==> config.mk <==
export PLATFORM = sky130hd
export DESIGN_NAME = bus_interface_unit
export DESIGN_NICKNAME = d
export VERILOG_FILES = /design/src/rtl/bus_interface_unit.sv
export SDC_FILE = /design/constraint.sdc
export NUM_CORES = 1
export LEC_CHECK = 0
export ABC_AREA = 1
export CAP_MARGIN = 0
export CORE_MARGIN = 2
export CORE_UTILIZATION = 46
export DETAILED_ROUTE_END_ITERATION = 10
export PLACE_DENSITY = 0.81
export SYNTH_ARGS = -nofsm -noshare
export SYNTH_HDL_FRONTEND = slang
export SYNTH_SLANG_ARGS = --single-unit
==> constraint.sdc <==
create_clock -name clk -period 3.4 [get_ports clk]
set_input_delay 0.51 -clock clk [delete_from_list [all_inputs] [get_ports clk]]
set_output_delay 0.51 -clock clk [all_outputs]
set_load 0.02 [all_outputs]
==> src/rtl/bus_interface_unit.sv <==
// bus_interface_unit: 6502 pin-level bus sequencer (address bytes on uo_out, data on uio).
// Optional `BIU_TIMEOUT_EN aborts a DATA phase after TIMEOUT_CYCLES wait cycles and pulses err.
`timescale 1ns/1ps
module bus_interface_unit #(
    parameter int unsigned TIMEOUT_CYCLES = 16
) (
    input  logic        clk,
    input  logic        rst_n,
    input  logic        req,
    input  logic        we,
    input  logic [15:0] addr,
    input  logic [7:0]  wdata,
    output logic        busy,
    output logic        done,
    output logic [7:0]  rdata,
    output logic        err,
    output logic [7:0]  addr_out,
    output logic [1:0]  phase,
    output logic        rw_out,
    input  logic        ext_rdy,
    input  logic [7:0]  uio_in,
    output logic [7:0]  uio_out,
    output logic [7:0]  uio_oe
);

    if (TIMEOUT_CYCLES < 1 || TIMEOUT_CYCLES > 255) begin : g_bad_timeout
        $error("TIMEOUT_CYCLES must be in 1..255");
    end

    // State encoding doubles as the phase output.
    typedef enum logic [1:0] {
        S_IDLE    = 2'b00,
        S_ADDR_LO = 2'b01,
        S_ADDR_HI = 2'b10,
        S_DATA    = 2'b11
    } state_t;

    state_t      state_q, state_d;
    logic        we_q, we_d;
    logic [15:0] addr_q, addr_d;
    logic [7:0]  wdata_q, wdata_d;
    logic [7:0]  rdata_q, rdata_d;
    logic        done_q, done_d;
    logic        drive_data;

`ifdef BIU_TIMEOUT_EN
    logic [7:0]  cnt_q, cnt_d;
    logic        err_q, err_d;
`endif

    always_ff @(posedge clk or negedge rst_n) begin
        if (!rst_n) begin
            state_q <= S_IDLE;
            we_q    <= 1'b0;
            addr_q  <= '0;
            wdata_q <= '0;
            rdata_q <= '0;
            done_q  <= 1'b0;
`ifdef BIU_TIMEOUT_EN
            cnt_q   <= '0;
            err_q   <= 1'b0;
`endif
        end else begin
            state_q <= state_d;
            we_q    <= we_d;
            addr_q  <= addr_d;
            wdata_q <= wdata_d;
            rdata_q <= rdata_d;
            done_q  <= done_d;
`ifdef BIU_TIMEOUT_EN
            cnt_q   <= cnt_d;
            err_q   <= err_d;
`endif
        end
    end

    always_comb begin
        state_d = state_q;
        we_d    = we_q;
        addr_d  = addr_q;
        wdata_d = wdata_q;
        rdata_d = rdata_q;
        done_d  = 1'b0;
`ifdef BIU_TIMEOUT_EN
        cnt_d   = cnt_q;
        err_d   = 1'b0;
`endif
        unique case (state_q)
            S_IDLE: begin
                if (req) begin
                    we_d    = we;
                    addr_d  = addr;
                    wdata_d = wdata;
                    state_d = S_ADDR_LO;
                end
            end
            S_ADDR_LO: state_d = S_ADDR_HI;
            S_ADDR_HI: begin
                state_d = S_DATA;
`ifdef BIU_TIMEOUT_EN
                cnt_d   = '0;
`endif
            end
            S_DATA: begin
                if (ext_rdy) begin
                    if (!we_q) rdata_d = uio_in;
                    done_d  = 1'b1;
                    state_d = S_IDLE;
                end
`ifdef BIU_TIMEOUT_EN
                // This wait cycle is the limit-th one: abort instead of counting further.
                else if (cnt_q == 8'(TIMEOUT_CYCLES - 1)) begin
                    if (!we_q) rdata_d = 8'hFF;
                    done_d  = 1'b1;
                    err_d   = 1'b1;
                    state_d = S_IDLE;
                end else begin
                    cnt_d = cnt_q + 8'd1;
                end
`endif
            end
            default: state_d = S_IDLE;
        endcase
    end

    always_comb begin
        addr_out = '0;
        unique case (state_q)
            S_ADDR_LO:        addr_out = addr_q[7:0];
            S_ADDR_HI, S_DATA: addr_out = addr_q[15:8];
            default:          addr_out = '0;
        endcase
    end

    assign drive_data = (state_q == S_DATA) && we_q;
    assign busy       = (state_q != S_IDLE);
    assign phase      = state_q;
    assign rw_out     = busy & we_q;
    assign uio_oe     = {8{drive_data}};
    assign uio_out    = drive_data ? wdata_q : '0;
    assign rdata      = rdata_q;
    assign done       = done_q;
`ifdef BIU_TIMEOUT_EN
    assign err        = err_q;
`else
    assign err        = 1'b0;
`endif

endmodule

======== Yosys cells after proc, flatten, opt, wreduce, memory -nomap -nowiden ========
Index checks and enable logic that the tools add are counted.
storage, ports and cells
  bits in latches ......................... 0
  ROM bits ................................ 0
  output and inout port bits .............. 38
  word-level logic and storage cells ...... 27
  bits of input ports ..................... 37
  bits in writable memories ............... 0
  memories ................................ 0
  register bits ........................... 36
cells by class
  muxes and demuxes ....................... 7
  divide/modulo/power cells ............... 0
  bitwise gates (word level) .............. 2
  $add $sub $neg .......................... 0
  shift operators ......................... 0
  magnitude comparators ................... 0
  eq/ne operators ......................... 5
  reductions and logical operators ........ 7
  multiply operators ...................... 0
operators by type and width
  cell                number
  $pmux 8 s2          1
  $mux 8              1
  $pmux 2 s4          1
  $eq 2x2->1 const B  2
  $mux 2              2
  $ne 2x2->1 const B  2
  $reduce_and 2->1    2
  $reduce_and 3->1    1
  $eq 2x1->1 const B  1
  $logic_not 2->1     1
  $mux 1              2
  $reduce_bool 2->1   1
  $reduce_or 2->1     1
  $and 1x1->1         1
  $logic_and 1x1->1   1
  $not 1->1           1

======== Longest topological paths before layout ========
Gate-level depths: netlist (run 1).
  depth after elaboration ................. 3
  gate-level depth with buffers ........... 7
  gate-level depth less buffers ........... 6

======== Least setup slack after synthesis (run 1) ========
Ideal clock, no wire load.
  kind .................................... register -> output
  from .................................... register state_q[0], in the netlist phase[0]
  to ...................................... output port rw_out
  arrival ................................. 1.447 ns
  setup slack ............................. 1.443 ns
  path buffers ............................ 2
  stages on the path, launching flop included .. 6
  cell sequence ........................... dfrtp_1 > inv_1 > ha_1 > buf_6 > buf_8 > nor2_1
between the ends
  cells in the longest elaborated chain, start to end .. 2
RTL lines
  what                      RTL line  source
  start: declaration        38        state_t state_q, state_d;
  start signal: assignment  64        state_q <= state_d;
  $reduce_bool 2->1         136       assign busy = (state_q != S_IDLE);
  $and 1x1->1               138       assign rw_out = busy & we_q;
  end: declaration          19        output logic rw_out,
No other way between the ends.

======== Worst setup path after layout (run 1) ========
  from .................................... register state_q[0], in the netlist phase[0]
  to ...................................... output port uio_oe[3]
between the ends
  cells in the longest elaborated chain, start to end .. 2
RTL lines
  what               RTL line  source
  $eq 2x2->1         135       assign drive_data = (state_q == S_DATA) && we_q;
  $logic_and 1x1->1  135
  end: declaration   23        output logic [7:0] uio_oe
No other way between the ends.

==> results of run 1 <==
-- stage by stage --
| step | instance area, µm² | utilization |
|---|---|---|
| detailed placement | 2510 | 0.631 |
| floorplan | 1880 | - |
| global route | 2580 | 0.651 |
| finish | 2580 | 0.651 |
| global placement | 2510 | 0.631 |
| CTS | 2580 | 0.651 |
-- where the power goes --
| part | switching (mW) | internal (mW) |
|---|---|---|
| Sequential | 0.103 | 0.630 |
| Clock | 0.139 | 0.139 |
| Combinational | 0.754 | 0.565 |
| Total | 0.996 | 1.33 |
-- cell type report --
cell class	count	area, µm²
fill	362	1390
sequential	36	901
multi-input combinational	143	743
timing repair buffer	75	741
clock buffer	6	72.6
tap	50	62.6
inverter	16	60.1
clock inverter	1	5.00
-- path summary, 6_finish.rpt --
kind                            slack (ns)                      to                  from
min in group clk                      0.47    rdata[5]$_DFFE_PN0P_  rdata[5]$_DFFE_PN0P_
max in group asynchronous             2.60  wdata_q[0]$_DFFE_PN0P_                 rst_n
worst max register to register        1.67  wdata_q[7]$_DFFE_PN0P_  phase[0]$_DFFE_PN0P_
worst max-delay path                  0.69               uio_oe[3]  phase[0]$_DFFE_PN0P_
worst min-delay path                  0.30  addr_q[14]$_DFFE_PN0P_                 rst_n
worst min register to register        0.47    rdata[5]$_DFFE_PN0P_  rdata[5]$_DFFE_PN0P_
-- cell families after synthesis --
| kind of cell | count (synthesis) | synth area share |
|---|---|---|
| compound gates | 25 | 0.0846 |
| other cells | 1 | 0.00200 |
| flops | 36 | 0.480 |
| buf+inv | 36 | 0.125 |
| simple gates | 112 | 0.276 |
| fa+ha+maj | 5 | 0.0333 |
-- registers in the layout, indices dropped and copies added, names as in the netlist --
signal / count
phase: 2
we_q: 1
done: 1
wdata_q: 8
addr_q: 16
rdata: 8
-- layout by cell type, fill, tap and decap left out, types with 2 or more instances in the layout --
cell / n
buf_4: 2
a21oi_1: 8
ha_1: 5
o21ai_0: 8
nand3_2: 8
nand2_1: 65
dfrtp_1: 36
a21oi_2: 9
nand3_1: 18
nor2_2: 5
inv_1: 15
clkbuf_8: 5
nor2_1: 13
clkdlybuf4s50_1: 72
-- critical path, delay by kind of cell, from the launching register on --
kind / cells / cell delay, ns
fa+ha+maj: 1 / 0.37
buf+inv: 2 / 0.87
flops: 1 / 0.42
simple gates: 1 / 0.27
-- per-layer routing --
layer,vias to the layer above,routed length [µm]
met1,716,1680
li1,786,-
met3,4,329
met2,58,1950
met5,-,0
met4,0,40
==> impl_metrics.env, run 1 <==
export IMPL_worstSetupPathType="reg -> out"
export IMPL_fin_crit_sh=0.797
export IMPL_grt_busiest_layer="met2"
export IMPL_rsz0062_at_grt="false"
export IMPL_finalPower_mw=2.33
export IMPL_path_cells="ha_1 > nand2_1 > inv_1 > clkdlybuf4s50_1"
export IMPL_p_leak_nw=1.23
export IMPL_synth_top_area_frac=0.480
export IMPL_netlist_instances=215
export IMPL_grt_start_max_net_pins=37
export IMPL_ys_ff_latch=36
export IMPL_p_per_area_mw_per_mm2=902
export IMPL_clk_pin_slew_worst_paths_ns=0.07
export IMPL_place_congestion=0.836
export IMPL_cts_hold_buf=0
export IMPL_grt_util_met2=0.309
export IMPL_start_util=0.473
export IMPL_area_growth_pct=37.6
export IMPL_yosysMostFrequentCell="nand2_1"
export IMPL_clock_path_buffers=2
export IMPL_fmax_ghz=0.369
export IMPL_drv_slew=0
export IMPL_hpwl_um=2930
export IMPL_status="finished, final reports clean"
export IMPL_synth_common_cells="65 x nand2_1, 36 x dfrtp_1, 18 x nand3_1, 15 x inv_1, 13 x nor2_1"
export IMPL_first_iter_violations=98
export IMPL_finalSetupViolations=0
export IMPL_vdd_drop_max_mv=0.586
export IMPL_n_antenna_cell=0
export IMPL_drive_above_1_share=0.123
export IMPL_avgSynthCellArea_um2=8.74
export IMPL_hold_viol=0
export IMPL_dpl_cell_count=320
export IMPL_synthesis_area_mm2=0.00188
export IMPL_cts_sinks=36
export IMPL_worst_endpoint_required_ns=2.89
export IMPL_ys_seq_area_frac=0.480
export IMPL_detail_route_antenna_nets=0
export IMPL_hp_class="in -> async"
export IMPL_die_area_mm2=0.00461
export IMPL_nets=319
export IMPL_placementRows=23
export IMPL_post_route_drc_count=0
export IMPL_cpMaxStageDelayCell="clkdlybuf4s50_1"
export IMPL_use_met3=0.0707
export IMPL_die_h_um=67.9
export IMPL_rr_worst_depth=6
export IMPL_synth_flop_cell="dfrtp_1"
export IMPL_startpoint_type="flop"
export IMPL_finalClockSkew_ns=0.00726
export IMPL_fin_setup_tns_ns=0
export IMPL_grt_pass1_wl_um=6390
export IMPL_critical_path_peak_fanout=11
export IMPL_routed_via_count=1564
export IMPL_ctsHtreeMaxLevel=2
export IMPL_antenna_found_initial=0
export IMPL_maxSlewHeadroom=0.480
export IMPL_vias_per_cell=4.78
export IMPL_ioPinCount=75
export IMPL_synth_edff_count=0
export IMPL_grtUsageTotal=0.191
export IMPL_first_global_vias=1408
export IMPL_tritoncts="built"
export IMPL_worst_hold_slack_ns=0.304
export IMPL_die_x_um=67.9
export IMPL_yosys_top_cells_area="dfrtp_1 48%, nand2_1 13%, nand3_1 4.8%"
export IMPL_ys_types=22
export IMPL_yosysWarnings=0
export IMPL_cts_setup_buffers=0
export IMPL_overflow=0
export IMPL_layout_cells_non_filler=327
export IMPL_setup_ws_ns=0.690
export IMPL_drt_wl_total_um=4000
export IMPL_drt_wirelength_per_cell_um=12.2
export IMPL_synth_fp_nets=257
export IMPL_maxCapViolCount=0
export IMPL_io_buffers=73
export IMPL_pre_cts_ws_ns=0.959
export IMPL_worstSetupEndpointType="output pin"
export IMPL_cts_root_buffer="clkbuf_8"
export IMPL_cts_resized=0
export IMPL_fin_crit_ns=2.71
export IMPL_yosys_area_top_type="dfrtp_1"
export IMPL_worst_pin_slew_ns=0.780
export IMPL_worst_skew_pair_late_latency_ns=0.28
export IMPL_synthArstFlopShare=1.00
export IMPL_grtUsageMet1=0.242
export IMPL_firstDrtPassIters=4
export IMPL_crit_arrival_ns=2.20
export IMPL_slowest_delay_ns=0.64
export IMPL_core_area_mm2=0.00397
export IMPL_cts_buffers=5
(Power assumes the default switching activity.)
==> run 2, diff against run 1 <==
--- a/config.mk
+++ b/config.mk
@@ -8,9 +8,9 @@
 export ABC_AREA = 1
 export CAP_MARGIN = 0
 export CORE_MARGIN = 2
-export CORE_UTILIZATION = 46
+export CORE_UTILIZATION = 43
 export DETAILED_ROUTE_END_ITERATION = 10
-export PLACE_DENSITY = 0.81
+export PLACE_DENSITY = 0.77
 export SYNTH_ARGS = -nofsm -noshare
 export SYNTH_HDL_FRONTEND = slang
 export SYNTH_SLANG_ARGS = --single-unit
==> constraint.sdc (replaced) <==
create_clock -name clk -period 2.5 [get_ports clk]
set_input_delay 0.375 -clock clk [delete_from_list [all_inputs] [get_ports clk]]
set_output_delay 0.375 -clock clk [all_outputs]
set_load 0.02 [all_outputs]
==> impl_metrics.env, run 2 (same netlist as run 1, synthesis figures left out) <==
export IMPL_nets=320
export IMPL_layout_commonest_cell="clkdlybuf4s50_1"
export IMPL_clk_pin_slew_worst_paths_ns=0.07
export IMPL_tritoncts="built"
export IMPL_maxCapViolCount=0
export IMPL_finalSetupViolations=0
export IMPL_vdd_drop_max_mv=0.560
export IMPL_io_buffers=73
export IMPL_pwr_share_clk=0.166
export IMPL_placementRows=24
export IMPL_vias_per_cell=4.60
export IMPL_ioPinCount=75
export IMPL_finalClockSkew_ns=0.00920
export IMPL_switching_share=0.408
export IMPL_cts_hold_buf=0
export IMPL_post_route_drc_count=0
export IMPL_status="finished, final reports clean"
export IMPL_drv_slew=0
export IMPL_finalPower_mw=3.37
export IMPL_drt_wirelength_per_cell_um=12.2
export IMPL_worst_pin_slew_ns=0.810
export IMPL_place_congestion=0.832
export IMPL_placed_area_mm2=0.00252
export IMPL_final_util=0.620
export IMPL_drive_above_1_share=0.151
export IMPL_reg2reg_to="wdata_q[4]$_DFFE_PN0P_"
export IMPL_first_iter_violations=97
export IMPL_worstSetupPathType="reg -> out"
export IMPL_ctsHtreeMaxLevel=2
export IMPL_rr_worst_depth=6
export IMPL_drt_wl_total_um=4050
export IMPL_firstDrtPassIters=4
export IMPL_cts_buffers=5
export IMPL_r2r_start="phase[1]$_DFFE_PN0P_"
export IMPL_fin_crit_ns=2.37
export IMPL_routed_via_count=1523
export IMPL_n_antenna_cell=0
export IMPL_startpoint_type="flop"
export IMPL_detail_route_antenna_nets=0
export IMPL_start_util=0.437
export IMPL_fmax_ghz=0.421
export IMPL_area_growth_pct=41.8
export IMPL_core_area_mm2=0.00429
export IMPL_seq_power_share=0.297
export IMPL_fin_setup_tns_ns=0
export IMPL_switchingPower_mw=1.37
export IMPL_largest_register="addr_q"
export IMPL_overflow=0
export IMPL_crit_arrival_ns=2.00
export IMPL_critical_path_peak_fanout=9
export IMPL_hpwl_um=2970
export IMPL_rrSetupSlack_ns=0.88
export IMPL_first_global_vias=1402
export IMPL_grt_pass1_wl_um=6640
export IMPL_p_int_mw=1.99
export IMPL_worst_skew_pair_late_latency_ns=0.29
export IMPL_die_x_um=70.1
export IMPL_p_comb_frac=0.537
export IMPL_hold_viol=0
export IMPL_p_per_area_mw_per_mm2=1260
export IMPL_die_area_mm2=0.00491
export IMPL_grt_start_max_net_pins=37
export IMPL_worst_hold_slack_ns=0.173
export IMPL_die_h_um=70.1
export IMPL_worstSetupEndpointType="output pin"
export IMPL_startpoint="phase[0]$_DFFE_PN0P_"
export IMPL_maxSlewHeadroom=0.460
export IMPL_clock_path_buffers=2
export IMPL_cts_sinks=36
export IMPL_hp_class="in -> async"
export IMPL_grtUsageTotal=0.172
export IMPL_cts_setup_buffers=0
export IMPL_p_leak_nw=1.32
export IMPL_design_area_mm2=0.00266
export IMPL_layout_common_cells="67 x clkdlybuf4s50_1, 64 x nand2_1, 36 x dfrtp_1, 18 x nand3_1, 14 x inv_1"
export IMPL_worst_endpoint_required_ns=2.12
export IMPL_crit_end="addr_out[0]"
export IMPL_antenna_found_initial=0
export IMPL_cts_root_buffer="clkbuf_8"
export IMPL_fin_crit_sh=0.950
export IMPL_largest_reg_flops=16
[run 2: how the worst min path moves through the flow]
stage                                 startpoint                      to  slack, ns
final                                      rst_n          done$_DFF_PN0_       0.17
after global routing                       rst_n          done$_DFF_PN0_       0.23
after floorplan                            rst_n   addr_q[0]$_DFFE_PN0P_       0.08
after CTS                                  rst_n   addr_q[9]$_DFFE_PN0P_       0.20
after global placement      rdata[3]$_DFFE_PN0P_    rdata[3]$_DFFE_PN0P_       0.45
after detailed placement  addr_q[13]$_DFFE_PN0P_  addr_q[13]$_DFFE_PN0P_       0.46
[run 2: worst max-delay path, cell delays in order (launching register included)]
cell	delay, ns
dfrtp_1	0.43
inv_1	0.13
ha_2	0.26
o21ai_0	0.11
a21oi_1	0.15
clkdlybuf4s50_1	0.63
[run 2: per-layer routing]
metal,GRT usage,vias to the layer above,wire [µm]
li1,-,785,-
met1,0.224,671,1770
met2,0.262,62,1870
met3,0.0707,5,360
met4,0.0577,0,51
met5,0,-,0
[run 2: repair_timing]
action                                 in CTS  in global routing
endpoints found under the hold margin       0                  0
resized for setup                           4                  6
setup endpoints to repair                  12                 22
pin swaps                                   0                  0
[run 2: cell type report]
class	count	area, µm²
clock buffer	7	96.3
clock inverter	1	30.0
fill	399	1630
inverter	16	60.1
multi-input combinational	143	753
sequential	36	901
tap	52	65.1
timing repair buffer	76	757
[run 2: per-stage QoR]
step           setup slack [ns]  std cells
3_5_place_dp              0.183        323
3_3_place_gp              0.264        323
5_1_grt                 -0.0152        331
2_1_floorplan             0.678        215
4_1_cts                  0.0201        331
6_report                  0.126        331
[run 2: power groups by stage]
stage | Clock [mW] | Sequential, mW | Combinational [mW]
2_1_floorplan | 0 | 1.08 | 1.12
3_3_place_gp | 0 | 0.996 | 1.81
3_5_place_dp | 0 | 1.01 | 1.82
4_1_cts | 0.568 | 1.00 | 1.84
5_1_grt | 0.594 | 1.03 | 1.98
6_report | 0.558 | 1.00 | 1.81
